--- config.mk ---
export PLATFORM = sky130hd
export DESIGN_NAME = adc_serial_ctrl
export DESIGN_NICKNAME = d
export VERILOG_FILES = /design/src/rtl/adc_serial_ctrl.sv
export SDC_FILE = /design/constraint.sdc
export NUM_CORES = 1
export LEC_CHECK = 0
export ABC_AREA = 1
export CELL_PAD_IN_SITES_DETAIL_PLACEMENT = 2
export CELL_PAD_IN_SITES_GLOBAL_PLACEMENT = 2
export CORE_UTILIZATION = 34
export DETAILED_ROUTE_END_ITERATION = 10
export GPL_ROUTABILITY_DRIVEN = 0
export GPL_TIMING_DRIVEN = 0
export PLACE_DENSITY = 0.93
export SETUP_SLACK_MARGIN = 0.5
export SYNTH_ARGS = -nofsm -noshare
export SYNTH_HDL_FRONTEND = slang
export SYNTH_SLANG_ARGS = --single-unit
--- constraint.sdc ---
create_clock -name clk -period 2.6 [get_ports clk]
set_clock_uncertainty 0.15 [all_clocks]
set_input_delay 0.52 -clock clk [delete_from_list [all_inputs] [get_ports clk]]
set_output_delay 0.52 -clock clk [all_outputs]
set_load 0.005 [all_outputs]
--- src/rtl/adc_serial_ctrl.sv ---
// Round-robin sequencer for the two serial ADCs: sends the control byte, waits for both strobes, reads both DOUT lines.
// Build option: define ADC_SERIAL_OVERRUN_CNT_EN to include the 16-bit saturating overrun_cnt counter.
module adc_serial_ctrl #(
   parameter int CLK_DIV = 4,
   parameter int NUM_CH  = 8,
   parameter int TIMEOUT = 1024
) (
   input  logic        clk,
   input  logic        reset,
   input  logic        enable,
   input  logic        ad_dout0,
   input  logic        ad_dout1,
   input  logic        ad_sstrb0,
   input  logic        ad_sstrb1,
   output logic        ad_din,
   output logic        ad_sclk,
   output logic        out_valid,
   input  logic        out_ready,
   output logic [11:0] out_data0,
   output logic [11:0] out_data1,
   output logic [2:0]  out_ch,
   output logic        timeout_flag,
   output logic        overrun_flag,
   output logic [15:0] overrun_cnt
);

   localparam int DIV_W = $clog2(CLK_DIV);
   localparam int TO_W  = $clog2(TIMEOUT + 1);
   localparam logic [DIV_W-1:0] DIV_LAST = DIV_W'(CLK_DIV - 1);
   localparam logic [TO_W-1:0]  TO_LAST  = TO_W'(TIMEOUT - 1);
   localparam logic [2:0]       CH_LAST  = 3'(NUM_CH - 1);

   typedef enum logic [2:0] {IDLE, CMD, WAIT_STRB, READ, DONE} state_t;

   state_t           state_reg;
   logic [DIV_W-1:0] div_cnt_reg;
   logic [3:0]       bit_cnt_reg;
   logic             sclk_reg;
   logic             din_reg;
   logic [6:0]       cmd_sr_reg;
   logic [TO_W-1:0]  wait_cnt_reg;
   logic [2:0]       ch_reg;
   logic             out_valid_reg;
   logic [11:0]      out_data0_reg;
   logic [11:0]      out_data1_reg;
   logic [2:0]       out_ch_reg;
   logic             timeout_flag_reg;
   logic             overrun_flag_reg;

   logic [7:0]       ctrl_byte;
   logic             half_end;
   logic             sample_en;
   logic [2:0]       ch_next;
   logic             overrun_evt;
   logic [1:0]       dout_pin;
   logic [1:0]       strb_pin;
   logic [1:0]       strb_sync;
   logic [1:0][11:0] rx_word;

   // start, channel select, unipolar, single-ended, internal clock
   assign ctrl_byte   = {1'b1, ch_reg, 4'b1110};
   assign half_end    = (div_cnt_reg == DIV_LAST);
   assign sample_en   = (state_reg == READ) && half_end && sclk_reg && (bit_cnt_reg < 4'd12);
   assign ch_next     = (ch_reg == CH_LAST) ? 3'd0 : ch_reg + 3'd1;
   assign overrun_evt = (state_reg == DONE) && out_valid_reg && !out_ready;
   assign dout_pin    = {ad_dout1, ad_dout0};
   assign strb_pin    = {ad_sstrb1, ad_sstrb0};

   // Per-ADC lane: synchronizers plus capture of the first 12 received bits;
   // the trailing four bits of each 16-bit read carry no data and are not kept.
   genvar gi;
   generate
      for (gi = 0; gi < 2; gi++) begin : g_lane
         logic [1:0]  dout_sync_reg;
         logic [1:0]  strb_sync_reg;
         logic [11:0] rx_sr_reg;

         always_ff @(posedge clk) begin
            if (reset) begin
               dout_sync_reg <= '0;
               strb_sync_reg <= '0;
               rx_sr_reg     <= '0;
            end else begin
               dout_sync_reg <= {dout_sync_reg[0], dout_pin[gi]};
               strb_sync_reg <= {strb_sync_reg[0], strb_pin[gi]};
               if (sample_en)
                  rx_sr_reg <= {rx_sr_reg[10:0], dout_sync_reg[1]};
            end
         end

         assign strb_sync[gi] = strb_sync_reg[1];
         assign rx_word[gi]   = rx_sr_reg;
      end
   endgenerate

   always_ff @(posedge clk) begin
      if (reset) begin
         state_reg        <= IDLE;
         div_cnt_reg      <= '0;
         bit_cnt_reg      <= '0;
         sclk_reg         <= 1'b0;
         din_reg          <= 1'b0;
         cmd_sr_reg       <= '0;
         wait_cnt_reg     <= '0;
         ch_reg           <= '0;
         out_valid_reg    <= 1'b0;
         out_data0_reg    <= '0;
         out_data1_reg    <= '0;
         out_ch_reg       <= '0;
         timeout_flag_reg <= 1'b0;
         overrun_flag_reg <= 1'b0;
      end else begin
         case (state_reg)
            IDLE: begin
               sclk_reg <= 1'b0;
               din_reg  <= 1'b0;
               if (enable) begin
                  state_reg   <= CMD;
                  din_reg     <= ctrl_byte[7];
                  cmd_sr_reg  <= ctrl_byte[6:0];
                  div_cnt_reg <= '0;
                  bit_cnt_reg <= '0;
               end
            end
            CMD: begin
               if (half_end) begin
                  div_cnt_reg <= '0;
                  sclk_reg    <= ~sclk_reg;
                  // end of a high phase: next bit goes out with the falling edge
                  if (sclk_reg) begin
                     if (bit_cnt_reg == 4'd7) begin
                        state_reg    <= WAIT_STRB;
                        din_reg      <= 1'b0;
                        wait_cnt_reg <= '0;
                     end else begin
                        bit_cnt_reg <= bit_cnt_reg + 4'd1;
                        din_reg     <= cmd_sr_reg[6];
                        cmd_sr_reg  <= {cmd_sr_reg[5:0], 1'b0};
                     end
                  end
               end else begin
                  div_cnt_reg <= div_cnt_reg + DIV_W'(1);
               end
            end
            WAIT_STRB: begin
               if (&strb_sync) begin
                  state_reg   <= READ;
                  div_cnt_reg <= '0;
                  bit_cnt_reg <= '0;
               end else if (wait_cnt_reg == TO_LAST) begin
                  timeout_flag_reg <= 1'b1;
                  ch_reg           <= ch_next;
                  state_reg        <= IDLE;
               end else begin
                  wait_cnt_reg <= wait_cnt_reg + TO_W'(1);
               end
            end
            READ: begin
               if (half_end) begin
                  div_cnt_reg <= '0;
                  sclk_reg    <= ~sclk_reg;
                  if (sclk_reg) begin
                     if (bit_cnt_reg == 4'd15)
                        state_reg <= DONE;
                     else
                        bit_cnt_reg <= bit_cnt_reg + 4'd1;
                  end
               end else begin
                  div_cnt_reg <= div_cnt_reg + DIV_W'(1);
               end
            end
            DONE: begin
               ch_reg    <= ch_next;
               state_reg <= IDLE;
            end
            default: state_reg <= IDLE;
         endcase

         // A new sample only replaces the held one if the held one leaves this cycle.
         if (overrun_evt) begin
            overrun_flag_reg <= 1'b1;
         end else if (state_reg == DONE) begin
            out_valid_reg <= 1'b1;
            out_data0_reg <= rx_word[0];
            out_data1_reg <= rx_word[1];
            out_ch_reg    <= ch_reg;
         end else if (out_valid_reg && out_ready) begin
            out_valid_reg <= 1'b0;
         end
      end
   end

`ifdef ADC_SERIAL_OVERRUN_CNT_EN
   logic [15:0] overrun_cnt_reg;

   always_ff @(posedge clk) begin
      if (reset)
         overrun_cnt_reg <= '0;
      else if (overrun_evt && (overrun_cnt_reg != 16'hFFFF))
         overrun_cnt_reg <= overrun_cnt_reg + 16'd1;
   end

   assign overrun_cnt = overrun_cnt_reg;
`else
   assign overrun_cnt = 16'd0;
`endif

   assign ad_din       = din_reg;
   assign ad_sclk      = sclk_reg;
   assign out_valid    = out_valid_reg;
   assign out_data0    = out_data0_reg;
   assign out_data1    = out_data1_reg;
   assign out_ch       = out_ch_reg;
   assign timeout_flag = timeout_flag_reg;
   assign overrun_flag = overrun_flag_reg;

endmodule

==> results.py <==
metrics = {
    "run_status": {
        "outcome": "finished with violations",
        "violations": "DRC",
    },
    "cells_and_area": {
        "fillers": 1374,
        "drive_gt1_share_pct": 13.24,
        "syn_to_final_growth_pct": 22.19,
        "antenna_cells": 0,
        "mostFrequentLayoutCells": "105 x nor2_1, 97 x nand2_1, 92 x dfxtp_1, 47 x a21oi_1, 46 x nand3_1",
        "layout_commonest_cell": "nor2_1",
        "fin_area_mm2": 0.005085,
        "largest_register_ffs": 24,
        "fin_nets": 636,
        "final_core_util_pct": 42.51,
    },
    "worst_setup_path": {
        "arrival_ps": 2070,
        "startpoint_type": "flop",
        "path_max_fanout": 10,
        "critPathRequiredTime_ps": 2680,
        "crit_type": "flop to flop",
        "endpoint_kind": "flop",
    },
    "drt": {
        "routed_wirelength_mm": 13.14,
        "antenna_left": 0,
        "wl_per_cell_um": 16.97,
        "avgViaCountPerCell": 5.026,
        "drtIter0Drc": 92,
        "drc": 1,
        "vias": 3890,
        "first_pass_iters": 7,
    },
    "grt": {
        "grt_max_degree": 15,
        "grt_first_pass_wirelength_mm": 21.62,
        "grt_antenna_before_repair": 1,
        "grt_pass1_vias": 4388,
        "grt_remaining_overflow": 0,
        "gr-usage-all-layers_pct": 21.92,
    },
    "placed_design": {
        "port_buffers": 39,
        "dp_slack_ps": 71.26,
        "dp_hpwl_mm": 9.632,
        "place_area_mm2": 0.004792,
    },
    "clock_tree": {
        "cts_buffers": 9,
        "path_clk_slew_ps": 70,
        "cts_setup_buffers": 0,
        "cts_root_buffer": "clkbuf_16",
        "clock_path_buffers": 2,
        "htreeDepth": 3,
        "cts_tree": "done",
        "clock-sinks": 93,
        "clkLatencyLatePin_ps": 350,
    },
    "sta": {
        "tightest_slew_ps": 552.1,
        "rsz0062_at_grt": "false",
        "final_max_slew_viol_count": 0,
        "fmax_ghz": 0.5023,
        "period_minus_slack_ps": 1991,
        "setup_viol": 0,
        "layout_setup_ws_ps": 609.3,
        "post-route-period-util_pct": 76.57,
        "relSlewSlack_pct": 63.19,
        "fin_setup_tns_ps": 0,
        "hold_viol": 0,
    },
    "logic_synthesis": {
        "synth_top_area_cell": "dfxtp_1",
        "yosysTopAreaCellShare_pct": 44.74,
        "synth_area_leaders": "dfxtp_1 45%, nor2_1 9.6%, nand2_1 8.7%",
        "syn-mean-instance-area_um2": 7.458,
        "yosysSeqAreaShare_pct": 44.74,
        "yosys_warnings": 0,
        "synth.distinct_cells": 33,
        "ys_ff_latch": 93,
        "syn_area_mm2": 0.004161,
        "synthCells": 558,
    },
    "floorplan": {
        "start_util_pct": 34.79,
        "io_pins": 56,
        "core_area_mm2": 0.01196,
        "die_h_um": 112.6,
        "dieArea_mm2": 0.01269,
        "die_x_um": 112.6,
        "num_rows": 40,
    },
    "min_path": {
        "hold_path_class": "flop to flop",
    },
    "power": {
        "p_int_mw": 2.477,
        "pwr-share-comb_pct": 23.2,
        "p_clk_share_pct": 33.4,
        "p_leak_nw": 1.971,
        "p_total_mw": 3.706,
        "switchingPower_mw": 1.229,
        "ir_drop_mv": 0.2796,
        "p_sw_share_pct": 33.15,
        "seq_power_share_pct": 43.4,
        "cellPowerDensity_mw_per_mm2": 728.8,
    },
    "flow_run": {
        "drv_cap": 0,
    },
}
[per-layer routing]
| metal | wire length, µm | vias to the layer above | share of wire, % | global-route usage, % |
|---|---|---|---|---|
| met3 | 283 | 15 | 2.2 | 3.024 |
| met5 | 8 | - | 0.061 | 0 |
| met1 | 5447 | 1930 | 41 | 23.32 |
| li1 | - | 1893 | - | - |
| met2 | 7205 | 50 | 55 | 42.84 |
| met4 | 191 | 2 | 1.5 | 9.156 |
[cells by family (layout without fill, tap and decap cells)]
kind of cell,after synthesis,count (layout),synth area share (%)
and+or+nand+nor,289,289,32.32
DFF,93,93,44.74
AOI/OAI and AO/OA,87,87,10.88
buffers and inverters,81,135,10.04
adders and majority gates,5,5,1.503
xor gates and xnor gates,2,2,0.4210
other,1,16,0.09011
[path summary, 6_finish.rpt]
check	from	end	slack, ps	cells past startpoint
setup / recovery	div_cnt_reg[0]$_SDFFE_PP0P_	g_lane[0].rx_sr_reg[2]$_SDFFE_PP0P_	610	7
hold / removal	g_lane[0].strb_sync_reg[0]$_SDFF_PP0_	g_lane[0].strb_sync_reg[1]$_SDFF_PP0_	260	2
setup reg to reg	div_cnt_reg[0]$_SDFFE_PP0P_	g_lane[0].rx_sr_reg[2]$_SDFFE_PP0P_	610	7
hold reg to reg	g_lane[0].strb_sync_reg[0]$_SDFF_PP0_	g_lane[0].strb_sync_reg[1]$_SDFF_PP0_	260	2
[synthesized netlist by cell type]
library cell and n:
nor2_8 1, nand3b_1 1, xor2_1 1, inv_1 33
dfxtp_1 93, nand2_1 97, buf_2 4, nor2_2 3
nor2_4 4, o21ai_0 35, nand3_4 1, a21oi_1 47
nand4_1 9, a22oi_1 1, conb_1 1, o21ai_1 2
clkbuf_1 15, ha_1 5, nand3_1 46, nand4_4 1
a21oi_2 1, xnor2_1 1, nor3_2 1, a21oi_4 1
buf_6 6, inv_2 6, nand2_4 5, nor3b_1 2
nand2_2 4, nand3_2 4, nor2_1 106, nor3_1 4
buf_4 17
[what timing repair did]
| item | in CTS | in global routing |
|---|---|---|
| endpoints found under the setup margin | 15 | 57 |
| hold buffers | 0 | 0 |
| resized for setup | 3 | 16 |
[power by group through the flow]
| stage | combinational, mW | clock, mW | sequential (mW) |
|---|---|---|---|
| after floorplan | 0.596 | 0 | 1.62 |
| after global placement | 0.773 | 0 | 1.63 |
| after detailed placement | 0.851 | 0 | 1.64 |
| after CTS | 0.856 | 1.26 | 1.61 |
| after global routing | 0.942 | 1.30 | 1.62 |
| final | 0.860 | 1.24 | 1.61 |
[final cells by class]
class	instances	area (µm²)	share of cell area, %
flip-flops and latches	93	1863	36.64
multi-input cells	399	1953	38.41
repair buffers	39	390.4	7.677
clock buffers	12	246.5	4.847
plain buffers	42	280.3	5.512
clock inverters	3	21.27	0.4183
well taps	147	183.9	3.617
inverters	39	146.4	2.879
[through the flow]
| step | cells | hold slack [ps] |
|---|---|---|
| finish | 774 | 264.2 |
| global route | 774 | 286.0 |
| CTS | 774 | 269.8 |
| detailed placement | 759 | 256.2 |
| global placement | 759 | 243.7 |
| floorplan | 573 | 238.3 |
[critical path: stages (launching register included)]
cell      delay (ps)
dfxtp_1          370
ha_2             240
nand2_1          140
inv_1            170
nand4_4          190
clkbuf_1         250
o21ai_0          290
nor2_1            80
No activity file was read; power rests on OpenSTA's default activity.
